==> config.mk <==
export PLATFORM = sky130hd
export DESIGN_NAME = shift_sequencer
export DESIGN_NICKNAME = d
export VERILOG_FILES = /design/src/rtl/shift_pkg.sv /design/src/rtl/shift_stage.sv /design/src/rtl/shift_sequencer.sv
export SDC_FILE = /design/constraint.sdc
export NUM_CORES = 1
export LEC_CHECK = 0
export CAP_MARGIN = 10
export CELL_PAD_IN_SITES_DETAIL_PLACEMENT = 0
export CELL_PAD_IN_SITES_GLOBAL_PLACEMENT = 1
export CORE_MARGIN = 3
export CORE_UTILIZATION = 37
export DETAILED_ROUTE_END_ITERATION = 7
export MAX_ROUTING_LAYER = met4
export PLACE_DENSITY_LB_ADDON = 0.1
export SLEW_MARGIN = 20
export SYNTH_ARGS = -nofsm -noshare
export SYNTH_HDL_FRONTEND = slang
export SYNTH_SLANG_ARGS = --single-unit
==> constraint.sdc <==
create_clock -name clk_i -period 2.8 [get_ports clk_i]
set_clock_uncertainty 0.05 [all_clocks]
set_input_delay 0.56 -clock clk_i [delete_from_list [all_inputs] [get_ports clk_i]]
set_output_delay 0.56 -clock clk_i [all_outputs]
set_load 0.01 [all_outputs]
==> src/rtl/shift_pkg.sv <==
// Shared types and constants for the multi-cycle shift sequencer.
package shift_pkg;

    typedef enum logic [1:0] {
        IDLE  = 2'd0,
        SHIFT = 2'd1,
        DONE  = 2'd2
    } state_t;

    localparam logic DIR_RIGHT = 1'b0;
    localparam logic DIR_LEFT  = 1'b1;

endpackage

==> src/rtl/shift_stage.sv <==
// One-position combinational shift of a word, built from per-bit mux cells.
// With en low the word passes through untouched and nothing is shifted out.
module shift_stage
    import shift_pkg::*;
#(
    parameter int WIDTH = 8
) (
    input  logic             en,
    input  logic             dir,
    input  logic             fill,
    input  logic [WIDTH-1:0] word,
    output logic [WIDTH-1:0] next_word,
    output logic             shift_out
);

    for (genvar i = 0; i < WIDTH; i++) begin : g_bit
        logic from_hi;
        logic from_lo;

        // The vacated end of the word takes the fill bit.
        if (i == WIDTH - 1) begin : g_msb
            assign from_hi = fill;
        end else begin : g_upper
            assign from_hi = word[i+1];
        end

        if (i == 0) begin : g_lsb
            assign from_lo = fill;
        end else begin : g_lower
            assign from_lo = word[i-1];
        end

        assign next_word[i] = !en ? word[i] : ((dir == DIR_RIGHT) ? from_hi : from_lo);
    end

    assign shift_out = en & ((dir == DIR_LEFT) ? word[WIDTH-1] : word[0]);

endmodule

==> src/rtl/shift_sequencer.sv <==
// Multi-cycle shifter: loads a word, shifts it one position per clock for a
// programmed number of steps, then pulses done with the result and last carry.
module shift_sequencer
    import shift_pkg::*;
#(
    parameter int WIDTH = 8,
    parameter int AMT_W = $clog2(WIDTH) + 1
) (
    input  logic             clk_i,
    input  logic             rst_n_i,
    input  logic             start_i,
    input  logic             dir_i,
    input  logic [AMT_W-1:0] amount_i,
    input  logic             fill_i,
    input  logic [WIDTH-1:0] data_i,
    output logic [WIDTH-1:0] data_o,
    output logic             carry_o,
    output logic             busy_o,
    output logic             done_o
);

    state_t             state_q;
    state_t             state_d;
    logic [WIDTH-1:0]   data_q;
    logic               carry_q;
    logic [AMT_W-1:0]   count_q;
    logic               dir_q;
    logic               fill_q;
    logic [WIDTH-1:0]   stage_word;
    logic               stage_out;
    logic               accept;

    // A start arriving mid-shift is dropped; DONE may chain straight into a new op.
    assign accept = start_i && (state_q != SHIFT);

    shift_stage #(
        .WIDTH(WIDTH)
    ) u_stage (
        .en       (state_q == SHIFT),
        .dir      (dir_q),
        .fill     (fill_q),
        .word     (data_q),
        .next_word(stage_word),
        .shift_out(stage_out)
    );

    // NOTE: every variable written here gets a default first so no latch is inferred.
    always_comb begin
        state_d = state_q;
        case (state_q)
            IDLE, DONE: begin
                state_d = IDLE;
                if (accept) begin
                    state_d = (amount_i != '0) ? SHIFT : DONE;
                end
            end
            SHIFT: begin
                if (count_q == AMT_W'(1)) begin
                    state_d = DONE;
                end
            end
            default: state_d = IDLE;
        endcase
    end

    // NOTE: state is updated with non-blocking assignments so all registers sample together.
    always_ff @(posedge clk_i or negedge rst_n_i) begin
        if (!rst_n_i) begin
            state_q <= IDLE;
            data_q  <= '0;
            carry_q <= 1'b0;
            count_q <= '0;
            dir_q   <= DIR_RIGHT;
            fill_q  <= 1'b0;
        end else begin
            state_q <= state_d;
            if (accept) begin
                data_q  <= data_i;
                carry_q <= 1'b0;
                count_q <= amount_i;
                dir_q   <= dir_i;
                fill_q  <= fill_i;
            end else if (state_q == SHIFT) begin
                data_q  <= stage_word;
                carry_q <= stage_out;
                count_q <= count_q - AMT_W'(1);
            end
        end
    end

    assign data_o  = data_q;
    assign carry_o = carry_q;
    assign busy_o  = (state_q == SHIFT);
    assign done_o  = (state_q == DONE);

endmodule

### Word-level counts from Yosys, hierarchy flattened

Index checks and enable logic that the tools add are counted.

* add/subtract/negate cells: 1
* reduce and logical (&&, ||, !) cells: 5
* bitwise gates (word level): 1
* equality and inequality tests: 5
* mux-type cells: 19

Operators with widths (count)
* 8-bit 2-to-1 mux: 2
* 1-bit 2-to-1 mux: 11
* 4-bit 2-to-1 mux: 2
* 2-bit 2-to-1 mux: 3
* 4-bit by 1-bit == test with 1-bit output (second input constant): 1
* 2-bit one-hot mux with 2 select lines: 1
* 4-bit nonzero test: 1
* 4-bit by 1-bit subtractor with 4-bit output (second input constant): 1
* 2-bit by 1-bit == test with 1-bit output (second input constant): 1
* 2-bit == test (second input constant): 1
* 2-bit logical NOT: 1
* 2-bit by 1-bit != test with 1-bit output (second input constant): 1
* 2-bit != test (second input constant): 1
* 2-bit nonzero test: 1
* 2-bit OR reduction: 1
* 1-bit bitwise AND: 1
* 1-bit logical AND: 1

* register bits: 17
* word-level logic and storage cells: 37
* input bits: 17
* output and inout bits: 11

### Depth between registers and ports, before layout

* depth in word-level cells: 4
* mapped depth: 5
* depth with buffers taken out: 5

### By module

Synthesis repeated with hierarchy kept, for this count alone.

* cell total of the unflattened synthesis: 108
* area total of the unflattened synthesis: 1037.2 µm²

By module, submodules not included
* shift_sequencer: area each 844.6 µm², cells an instance 79, instances 1, seq. area each 425.4 µm²
* shift_stage: area each 192.7 µm², cells an instance 29, instances 1, seq. area each 0.0 µm²

### Worst setup path after synthesis

Ideal clock, no wire load.

* path type: in2reg
* from: in start_i
* to: reg count_q[3]
* data required time: 2.630 ns
* path buffers: 1
* setup time: 0.120 ns
* setup slack: 1.422 ns
* stages on the path: 4
* arrival time: 1.208 ns
* cells stage by stage: buf_2 inv_1 or3_1 o211a_1

* word-level cells in the longest chain between the ends: 2
* elaborated cells on any way between the ends: 3
* those cells by class: 1 x mux; 2 x reduce/logical

Ends and longest elaborated chain
* start: declaration: RTL line shift_sequencer.sv:11 `input logic start_i,`
* 1-bit logical AND *: RTL line shift_sequencer.sv:34 `assign accept = start_i && (state_q != SHIFT);`
* 4-bit 2-to-1 mux or 2-bit nonzero test (tied branches)
* end signal: assignment: RTL line shift_sequencer.sv:80 `count_q <= amount_i;`
* end signal: assignment: RTL line shift_sequencer.sv:86 `count_q <= count_q - AMT_W'(1);`
* end: declaration: RTL line shift_sequencer.sv:26 `logic [AMT_W-1:0] count_q;`

Mark *: on every way between the ends. The rest lies on a longest branch, timed or not.
A chain may end at the register's enable or synchronous reset.

### Final worst setup path

* from: reg state_q[1]
* to: out busy_o

* word-level cells in the longest chain between the ends: 1

Ends and longest elaborated chain
* start: declaration: RTL line shift_sequencer.sv:22 `state_t state_q;`
* start signal: assignment: RTL line shift_sequencer.sv:76 `state_q <= state_d;`
* 2-bit by 1-bit == test with 1-bit output: RTL line shift_sequencer.sv:93 `assign busy_o = (state_q == SHIFT);`
* end: declaration: RTL line shift_sequencer.sv:18 `output logic busy_o,`

No other way between the ends.

==> summary.md <==
| Metric | Value |
|---|---|
| Hold-fix buffers, CTS | 0 |
| Commonest cells after routing, fill and taps aside | clkdlybuf4s50_1, dfrtp_1, a211oi_1 |
| Chip Height | 56.6 um |
| Worst Path Arrival | 1.56 ns |
| Die Width | 56.6 um |
| Fin. Hold Viols | 0 |
| Slew headroom | 49.4% |
| Clock-pin slew on the worst setup and hold paths | 0.12 ns |
| Initial Util | 40.8% |
| Fin area | 1250 um^2 |
| Drt drc | 0 |
| Worst-skew pair later-pin latency | 0.31 ns |
| CP Max Fanout | 10 |
| Htree depth | 1 |
| Post-DP HPWL | 1460 um |
| Syn_nets | 108 |
| CTS Buffer Depth | 2 |
| Wire length per cell | 14.0 um |
| Gr ovfl total | 0 |
| Fin cells | 144 |
| Row Count | 17 |
| Setup Buffers After CTS | 0 |
| Post-synthesis sequential area ratio | 45.0% |
| Critical path class | flip-flop to primary output |
| RSZ-0062 raised after global routing | false |
| Total power divided by cell area | 1050 nW/um^2 |
| Largest net degree at the start of global routing | 23 |
| Max Freq | 0.461 GHz |
| Post-CTS Resized | 0 |
| DRT antenna net count | 0 |
| Worst Max-Slew Pin Slew | 0.757 ns |
| Crit. End Element | primary output |
| Most common cell after layout, fill and taps aside | clkdlybuf4s50_1 |
| DR pass1 iterations | 4 |
| N_diodes | 0 |
| R2r worst-path depth | 4 |
| Startpoint types | flip-flop |
| Number of global-route vias before repair | 702 |
| Max-slew violations | 0 |
| Post-layout total power | 1310 uW |
| Hold Path Cell Cnt | 1 |
| Placed inst area | 1230 um^2 |
| Mapped Area | 946 um^2 |
| Layout area overhead | 32.5% |
| Avg Inst Size Synth | 10.6 um^2 |
| LEAKAGE | 0.000529 uW |
| Fraction of the cycle the final worst path needs | 77.5% |
| Main area contributors after synthesis | dfrtp_1, mux2i_1, a211oi_1 |
| Core Region | 2320 um^2 |
| Gr usage total | 14.8% |
| First-pass GRT wire length | 3590 um |
| CTS Sinks | 17 |
| Share of post-route cells with drive strength above 1 | 10.3% |
| Avg Vias per Cell | 5.17 |
| Final GP Congestion | 0.799 |
| Ys Warns | 0 |
| Die area | 3200 um^2 |
| CTS tree | done |
| Port bufs | 27 |
| Antenna violations before repair | 0 |
| Via count | 745 |
| Maximum Capacitance Violations | 0 |
| Nets | 136 |
| Class of the worst hold path | flip-flop to flip-flop |
| Final setup violation count | 0 |
| Yosys top cell by area | dfrtp_1 |
| Final WL | 2010 um |
| Unique masters post-synth | 27 |
| Register bit count reported by yosys | 17 |
| Drt first-iter violations | 22 |
| Setup TNS | 0 ns |
| Status | completed |
| Placed insts | 140 |
| Worst r2r src | state_q[0] |
| Worst hold path startpoint | state_q[0] |
| Io pins | 28 |
| Root buffer cell | clkbuf_4 |
| Cells after Synth | 89 |
| Num CTS Buffers | 3 |
| Crit path required time | 2.19 ns |
| Yosys top cell area share | 45.0% |
| Final Critical Period | 2.17 ns |
| Max IR drop VDD | 0.594 mV |
| Worst Setup SP | state_q[1] |
-- final timing paths --
kind / end / slack [ns]
max: busy_o / 0.63
max reg2reg: count_q[2] / 1.24
min in group asynchronous: state_q[0] / 0.63
min: state_q[1] / 0.47
max in group asynchronous: data_o[0] / 1.58
min reg2reg: state_q[1] / 0.47
-- metrics by stage --
| step | setup slack (ns) | utilization (%) | hold slack (ns) |
|---|---|---|---|
| after floorplan | 1.42 | - | 0.214 |
| after global placement | 0.848 | 52.9 | 0.461 |
| after detailed placement | 0.807 | 52.9 | 0.464 |
| after CTS | 0.621 | 54.1 | 0.478 |
| after global routing | 0.570 | 54.1 | 0.504 |
| final | 0.630 | 54.1 | 0.470 |
-- cell type report --
class	instances	area (um^2)
clock inverters	1	5.00
repair buffers	29	285
fillers	230	1060
flip-flops and latches	17	425
inverters	4	17.5
well taps	28	35.0
clock buffers	3	22.5
multi-input cells	62	463
-- cells in the mapped netlist --
cell type / n
a211oi_1: 10
a21oi_1: 9
a31o_2: 1
buf_2: 2
buf_4: 2
buf_6: 1
clkbuf_1: 1
dfrtp_1: 17
ha_1: 2
inv_1: 3
inv_4: 1
mux2_2: 2
mux2_4: 2
mux2i_1: 9
nand2_1: 4
nand2b_1: 1
nand3_1: 2
nor2_1: 1
nor2b_1: 9
nor3_1: 2
nor3b_1: 1
nor4_1: 1
o211a_1: 2
o21ai_0: 1
o221a_1: 1
o32ai_1: 1
or3_1: 1
-- cell families (layout without fill, tap and decap cells) --
family / Yosys count / in the layout / share of synthesized area, %
buf+inv: 10 / 37 / 6.08
simple gates: 22 / 22 / 12.8
flops: 17 / 17 / 45.0
mux: 13 / 13 / 15.1
compound gates: 25 / 25 / 18.4
fa+ha+maj: 2 / 2 / 2.65
-- flip-flops by register name (all words and copies together) (netlist names) --
register	count
count_q	4
dir_q	1
fill_q	1
carry_o	1
state_q	2
data_o	8
-- per-layer routing --
metal | wire length [um] | vias to the layer above | global-route usage, %
met3 | 120 | 4 | 5.75
li1 | - | 378 | -
met2 | 838 | 19 | 19.5
met1 | 1020 | 344 | 21.0
met5 | 0 | - | -
met4 | 29 | 0 | 4.07
-- power by group --
part	internal, uW	switching [uW]	total (uW)
combinational	375	283	658
clock	53.3	88.0	141
sequential	370	142	512
total	799	513	1310
-- critical path: stages (launching register included) --
cell             delay, ns
dfrtp_1               0.39
nand2b_1              0.19
inv_4                 0.13
clkdlybuf4s50_1       0.55
(Power assumes the default switching activity.)
